$ cat config.mk
export PLATFORM = sky130hd
export DESIGN_NAME = wb_stage_flat
export DESIGN_NICKNAME = d
export VERILOG_FILES = /design/src/rtl/wb_if.sv /design/src/rtl/wb_stage.sv /design/src/flat_wrapper.sv
export SDC_FILE = /design/constraint.sdc
export NUM_CORES = 2
export LEC_CHECK = 0
export ABC_CLOCK_PERIOD_IN_PS = 3600
export BUFFER_PORTS_ARGS = -buffer_cell sky130_fd_sc_hd__buf_2
export CAP_MARGIN = 5
export CORE_MARGIN = 3
export CORE_UTILIZATION = 25
export DETAILED_ROUTE_END_ITERATION = 6
export GPL_TIMING_DRIVEN = 0
export PLACE_DENSITY = 0.48
export RECOVER_POWER = 100
export SKIP_LAST_GASP = 1
export SLEW_MARGIN = 20
export SYNTH_ARGS = -nofsm -noshare
export SYNTH_HDL_FRONTEND = slang
export SYNTH_SLANG_ARGS = --single-unit
$ cat constraint.sdc
create_clock -name clk -period 3.6 [get_ports clk]
set_input_delay 0.18 -clock clk [delete_from_list [all_inputs] [get_ports clk]]
set_output_delay 0.18 -clock clk [all_outputs]
set_load 0.05 [all_outputs]
$ cat src/rtl/wb_if.sv
// Bundle between the memory stage, decode and the write-back stage.
// Memory-stage fields, stall/bubble controls, read ports and W register contents.
interface wb_if #(
  parameter int unsigned WIDTH = 64
);
  logic [2:0]       m_stat;
  logic [3:0]       micode;
  logic             mcnd;
  logic [3:0]       mdstE;
  logic [3:0]       mdstM;
  logic [WIDTH-1:0] mvalE;
  logic [WIDTH-1:0] mvalM;
  logic             W_stall;
  logic             W_bubble;
  logic [3:0]       srcA;
  logic [3:0]       srcB;
  logic [WIDTH-1:0] rvalA;
  logic [WIDTH-1:0] rvalB;
  logic [2:0]       Wstat;
  logic [3:0]       Wicode;
  logic             Wcnd;
  logic [3:0]       WdstE;
  logic [3:0]       WdstM;
  logic [WIDTH-1:0] WvalE;
  logic [WIDTH-1:0] WvalM;
  logic             halted;
  logic [WIDTH-1:0] retired;

  modport master (
    output m_stat, micode, mcnd, mdstE, mdstM, mvalE, mvalM, W_stall, W_bubble, srcA, srcB,
    input  rvalA, rvalB, Wstat, Wicode, Wcnd, WdstE, WdstM, WvalE, WvalM, halted, retired
  );

  modport slave (
    input  m_stat, micode, mcnd, mdstE, mdstM, mvalE, mvalM, W_stall, W_bubble, srcA, srcB,
    output rvalA, rvalB, Wstat, Wicode, Wcnd, WdstE, WdstM, WvalE, WvalM, halted, retired
  );
endinterface

$ cat src/rtl/wb_stage.sv
// Y86-64 write-back stage: W pipeline register, 15-entry register file, retire counter, halt.
// Optional macro WB_BYPASS_EN forwards the pending commit onto the read ports.
module wb_stage #(
  parameter int unsigned NREGS = 15,
  parameter int unsigned WIDTH = 64
) (
  input logic clk,
  input logic rst,
  wb_if.slave bus
);
  localparam logic [3:0] RNone     = 4'hF;
  localparam logic [2:0] StatAok   = 3'd1;
  localparam logic [3:0] IcodeNop  = 4'd1;
  localparam logic [3:0] IcodeCmov = 4'd2;

  typedef struct packed {
    logic [2:0]       stat;
    logic [3:0]       icode;
    logic             cnd;
    logic [3:0]       dst_e;
    logic [3:0]       dst_m;
    logic [WIDTH-1:0] val_e;
    logic [WIDTH-1:0] val_m;
  } w_t;

  w_t               w_q, w_d, w_reset;
  logic [WIDTH-1:0] regs_q [NREGS];
  logic [WIDTH-1:0] regs_d [NREGS];
  logic             halted_q, halted_d;
  logic [WIDTH-1:0] retired_q, retired_d;
  logic             retire, commit, we_e, we_m, is_bubble;

  always_comb begin
    w_reset = '{stat: StatAok, icode: IcodeNop, cnd: 1'b0, dst_e: RNone, dst_m: RNone,
                val_e: '0, val_m: '0};
    // A commit happens on every non-stalled edge until a non-AOK status retires.
    retire    = !rst && !bus.W_stall && !halted_q;
    commit    = retire && (w_q.stat == StatAok);
    we_e      = commit && (w_q.dst_e != RNone) && !((w_q.icode == IcodeCmov) && !w_q.cnd);
    we_m      = commit && (w_q.dst_m != RNone);
    is_bubble = (w_q.icode == IcodeNop) && (w_q.dst_e == RNone) && (w_q.dst_m == RNone);

    regs_d = regs_q;
    if (we_e) regs_d[w_q.dst_e] = w_q.val_e;
    if (we_m) regs_d[w_q.dst_m] = w_q.val_m;

    retired_d = retired_q + WIDTH'(commit && !is_bubble);
    halted_d  = halted_q | (retire && (w_q.stat != StatAok));

    if (bus.W_stall) begin
      w_d = w_q;
    end else if (bus.W_bubble) begin
      w_d = w_reset;
    end else begin
      w_d = '{stat: bus.m_stat, icode: bus.micode, cnd: bus.mcnd, dst_e: bus.mdstE,
              dst_m: bus.mdstM, val_e: bus.mvalE, val_m: bus.mvalM};
    end
  end

  always_ff @(posedge clk) begin
    if (rst) begin
      w_q       <= w_reset;
      halted_q  <= 1'b0;
      retired_q <= '0;
      for (int i = 0; i < int'(NREGS); i++) regs_q[i] <= '0;
    end else begin
      w_q       <= w_d;
      halted_q  <= halted_d;
      retired_q <= retired_d;
      regs_q    <= regs_d;
    end
  end

  function automatic logic [WIDTH-1:0] read_port(input logic [3:0] src);
    logic [WIDTH-1:0] val;
    val = (src == RNone) ? '0 : regs_q[src];
`ifdef WB_BYPASS_EN
    // WvalM takes precedence, matching the write order of the commit itself.
    if (we_m && (w_q.dst_m == src)) begin
      val = w_q.val_m;
    end else if (we_e && (w_q.dst_e == src)) begin
      val = w_q.val_e;
    end
`endif
    return val;
  endfunction

  always_comb begin
    bus.rvalA = read_port(bus.srcA);
    bus.rvalB = read_port(bus.srcB);
  end

  assign bus.Wstat   = w_q.stat;
  assign bus.Wicode  = w_q.icode;
  assign bus.Wcnd    = w_q.cnd;
  assign bus.WdstE   = w_q.dst_e;
  assign bus.WdstM   = w_q.dst_m;
  assign bus.WvalE   = w_q.val_e;
  assign bus.WvalM   = w_q.val_m;
  assign bus.halted  = halted_q;
  assign bus.retired = retired_q;
endmodule

$ cat src/flat_wrapper.sv
// flat-port wrapper written by rule: the top's interface ports become plain ports
module wb_stage_flat 
#(
  parameter int unsigned NREGS = 15,
  parameter int unsigned WIDTH = 64
)
  (clk, rst, bus_m_stat, bus_micode, bus_mcnd, bus_mdstE, bus_mdstM, bus_mvalE, bus_mvalM, bus_W_stall, bus_W_bubble, bus_srcA, bus_srcB, bus_rvalA, bus_rvalB, bus_Wstat, bus_Wicode, bus_Wcnd, bus_WdstE, bus_WdstM, bus_WvalE, bus_WvalM, bus_halted, bus_retired);
  wb_if #(.WIDTH(WIDTH)) bus_i ();
  input logic clk;
  input logic rst;
  input wire logic [$bits(bus_i.m_stat)-1:0] bus_m_stat;
  input wire logic [$bits(bus_i.micode)-1:0] bus_micode;
  input wire logic [$bits(bus_i.mcnd)-1:0] bus_mcnd;
  input wire logic [$bits(bus_i.mdstE)-1:0] bus_mdstE;
  input wire logic [$bits(bus_i.mdstM)-1:0] bus_mdstM;
  input wire logic [$bits(bus_i.mvalE)-1:0] bus_mvalE;
  input wire logic [$bits(bus_i.mvalM)-1:0] bus_mvalM;
  input wire logic [$bits(bus_i.W_stall)-1:0] bus_W_stall;
  input wire logic [$bits(bus_i.W_bubble)-1:0] bus_W_bubble;
  input wire logic [$bits(bus_i.srcA)-1:0] bus_srcA;
  input wire logic [$bits(bus_i.srcB)-1:0] bus_srcB;
  output wire logic [$bits(bus_i.rvalA)-1:0] bus_rvalA;
  output wire logic [$bits(bus_i.rvalB)-1:0] bus_rvalB;
  output wire logic [$bits(bus_i.Wstat)-1:0] bus_Wstat;
  output wire logic [$bits(bus_i.Wicode)-1:0] bus_Wicode;
  output wire logic [$bits(bus_i.Wcnd)-1:0] bus_Wcnd;
  output wire logic [$bits(bus_i.WdstE)-1:0] bus_WdstE;
  output wire logic [$bits(bus_i.WdstM)-1:0] bus_WdstM;
  output wire logic [$bits(bus_i.WvalE)-1:0] bus_WvalE;
  output wire logic [$bits(bus_i.WvalM)-1:0] bus_WvalM;
  output wire logic [$bits(bus_i.halted)-1:0] bus_halted;
  output wire logic [$bits(bus_i.retired)-1:0] bus_retired;
  assign bus_i.m_stat = bus_m_stat;
  assign bus_i.micode = bus_micode;
  assign bus_i.mcnd = bus_mcnd;
  assign bus_i.mdstE = bus_mdstE;
  assign bus_i.mdstM = bus_mdstM;
  assign bus_i.mvalE = bus_mvalE;
  assign bus_i.mvalM = bus_mvalM;
  assign bus_i.W_stall = bus_W_stall;
  assign bus_i.W_bubble = bus_W_bubble;
  assign bus_i.srcA = bus_srcA;
  assign bus_i.srcB = bus_srcB;
  assign bus_rvalA = bus_i.rvalA;
  assign bus_rvalB = bus_i.rvalB;
  assign bus_Wstat = bus_i.Wstat;
  assign bus_Wicode = bus_i.Wicode;
  assign bus_Wcnd = bus_i.Wcnd;
  assign bus_WdstE = bus_i.WdstE;
  assign bus_WdstM = bus_i.WdstM;
  assign bus_WvalE = bus_i.WvalE;
  assign bus_WvalM = bus_i.WvalM;
  assign bus_halted = bus_i.halted;
  assign bus_retired = bus_i.retired;
  wb_stage #(.NREGS(NREGS), .WIDTH(WIDTH)) u_core (.clk(clk), .rst(rst), .bus(bus_i));
endmodule
==> flow_summary.ini <==
[outcome]
status = finished, violations left
violations = DRC, capacitance limit, slew limit, setup timing

[setup_path]
arrival_ns = 4.43
crit_type = flip-flop to flip-flop
cp-end-kind = flip-flop
worstPathRequired_ns = 4.32
crit_top_cell = buf_2
path_max_fanout = 10
path_cells = or3b_4 > nor4_2 > buf_2 > buf_2 > nand3_2 > buf_16 > clkbuf_1 > a211oi_1
rrSetupSlack_ns = -0.12
worst_path_largest_cell_delay_ns = 0.55
cpMaxStageDelayCell = nand3_2
reg2reg_from = u_core.bus.Wstat[1]
cp.depth = 8
reg2reg_to = u_core.regs_q[313]
crit_family = buffers and inverters
r2r_cells = 8
cp-start-kind = flip-flop
crit_buf_inv = 4

[grt]
grt_pass1_vias = 62570
gr-usage-all-layers_pct = 26.45
antenna_found_initial = 68
grt_pass1_wl_um = 501100
grt_max_degree = 17
grt_overflow_total = 0

[hold_path]
whs_endpoint = u_core.bus.WvalM[45]
holdPathStages = 4
worstHoldStart = bus_mvalM[45]
min_path_type = input port to flip-flop

[logic_synthesis]
syn_area_um2 = 65400
yosysSeqAreaShare_pct = 35.79
synth_nets = 6973
yosys_register_bits = 1169
yosysWarnings = 0
synth_top_area_share_pct = 35.79
synthCells = 6815
postSynthAreaPerCell_um2 = 9.596
synth_top_area_cell = dfxtp_1
yosysUniqueCellTypes = 48
synth_top_cells_by_area = dfxtp_1 36%, mux4_2 18%, mux2i_1 8.8%, nor2_1 6.5%, a211oi_1 5.1%

[clock_tree]
clock_sinks = 1169
clkTransAtPathRegs_ns = 0.06
clock_path_buffers = 3
cts_tree = yes
cts_buffers = 150
cts-htree-levels = 4
clk_latency_ns = 0.86
cts-root-buf = clkbuf_16

[floorplan]
die_h_um = 517.5
row_count = 187
initial_core_util_pct = 25.16
dieArea_um2 = 267800
fp.dieW_um = 517.5
ios = 493
fp.coreArea_um2 = 259900

[sta]
rsz0062_at_grt = true
fmax_ghz = 0.2691
slew_headroom_pct = -13.31
min_period_ns = 3.716
hold_slack_ns = 0.09267
hold_viol = 0
skew_ns = 0.05917
tightest_slew_ns = 1.700
fin_ws_ns = -0.1157
setup_viol = 78
final-max-slew-violation-count = 6
fin_crit_sh_pct = 103.2

[route]
via_count = 65580
drc = 3
drt_iter0_drc = 8657
finalWirelength_um = 368800
via_per_inst = 5.777
ant_nets = 0
wl_met1_um = 150000
drt-wirelength-per-cell_um = 32.48
wl_met3_um = 41760
dr.pass1.iters = 7
highest_layer = met5
met2_length_um = 156000

[final_layout]
syn_to_final_growth_pct = 23.34
layout-drive-gt1-share_pct = 20.65
final_common_cell = dfxtp_1
fin_nets = 7856
fill_cells = 27240
layout_common_cells = 1168 x dfxtp_1, 1137 x nor2_1, 685 x clkbuf_1, 576 x mux2i_1, 533 x buf_2

[place]
io_buffers = 484
post-place-ws_ns = -1.120
dpl.hpwl_um = 282900
gp_congestion = 0.9563

[pwr]
power.leakage_nw = 30.17
vdd_ir_drop_max_mv = 0.4785
powerDensity_nw_per_um2 = 399.3

[job]
max-cap-violations = 1
-- worst reg2reg max path, cell delays in order, from the launching register on --
cell	delay [ns]
dfxtp_1	0.32
or3b_4	0.48
nor4_2	0.40
buf_2	0.32
buf_2	0.36
nand3_2	0.55
buf_16	0.40
clkbuf_1	0.43
a211oi_1	0.36
-- cells by family after synthesis --
kind of cell	synth area share, %
compound gates	15.70
xor+xnor	0.3884
fa+ha+maj	0.03826
buf+inv	5.501
flops	35.79
mux	26.47
simple gates	16.12
-- repair_timing --
action | CTS | global route
hold endpoints to repair | 144 | 0
endpoints found under the setup margin | 182 | 348
gates cloned | 0 | 2
hold buffers | 145 | 0
pin swaps | 3 | 10
buffers inserted | 10 | 36
gates resized for setup | 28 | 48
-- where the power goes --
group          internal, W  switching [W]
logic             0.000839        0.00221
registers           0.0131       0.000153
clock network      0.00913        0.00683
total               0.0230        0.00919
-- synthesized netlist by cell type, drive strengths merged --
cell / n
dfxtp: 1169
nor4: 15
o22ai: 10
o21ba: 1
or3: 29
a311oi: 128
buf: 239
a221oi: 384
mux2: 1
xor2: 12
o31ai: 3
xnor2: 17
nor4b: 2
or3b: 1
inv: 9
nand4b: 1
a22oi: 133
and2: 195
or4: 5
o21ai: 154
and3: 11
ha: 2
nand4: 42
o21a: 1
clkbuf: 658
nor3b: 1
nor2b: 13
a211oi: 448
or2: 5
nand2b: 12
mux2i: 576
nand2: 405
mux4: 512
a21oi: 34
and4: 11
nor3: 394
nand3: 44
nor2: 1138
-- routing by layer --
layer | GRT usage (%) | vias up
met5 | 0.3785 | -
met4 | 13.75 | 24
li1 | - | 27460
met2 | 38.68 | 4146
met1 | 35.08 | 33200
met3 | 7.767 | 757
-- stage by stage --
stage	cells	setup TNS, ns	util (%)	cell area, µm²	power [W]
2_1_floorplan	6815	0	-	65400	0.01495
3_3_place_gp	10800	-870.85	27.77	72190	0.01624
3_5_place_dp	10850	-31.02	28.25	73440	0.01634
4_1_cts	11260	-0.05944	30.83	80140	0.03228
5_1_grt	11330	-10.29	31.01	80610	0.03291
6_report	11350	-3.920	31.03	80660	0.03221
-- flip-flops by register name, summed over array words and instances (netlist names) --
name / flops
u_core.bus.retired: 64
u_core.bus.WvalE: 64
u_core.bus.Wstat: 3
u_core.bus.WvalM: 64
u_core.bus.Wicode: 4
u_core.bus.Wcnd: 1
u_core.regs_q: 960
u_core.bus.WdstE: 4
u_core.bus.halted: 1
u_core.bus.WdstM: 4
-- area by class of cell --
cell class / count / area (µm²) / area share, %
multi-input combinational: 4740 / 38600 / 47.86
sequential: 1169 / 23400 / 29.02
timing repair buffer: 731 / 5325 / 6.602
tap: 3496 / 4374 / 5.423
clock buffer: 220 / 4369 / 5.417
buffer: 897 / 3749 / 4.647
clock inverter: 41 / 675.6 / 0.8377
antenna: 50 / 125.1 / 0.1551
inverter: 9 / 33.78 / 0.04188
-- worst max-delay path by stage --
stage	from	endpoint	slack (ns)
after floorplan	u_core.bus.Wstat[2]	u_core.bus.retired[62]	0.04
after global placement	bus_W_stall	u_core.bus.WvalE[61]	-2.16
after detailed placement	u_core.bus.Wstat[2]	u_core.bus.retired[62]	-1.12
after CTS	u_core.bus.Wstat[2]	u_core.regs_q[313]	-0.03
after global routing	u_core.bus.Wstat[1]	u_core.regs_q[313]	-0.18
final	u_core.bus.Wstat[1]	u_core.regs_q[313]	-0.12
(Power assumes the default switching activity.)
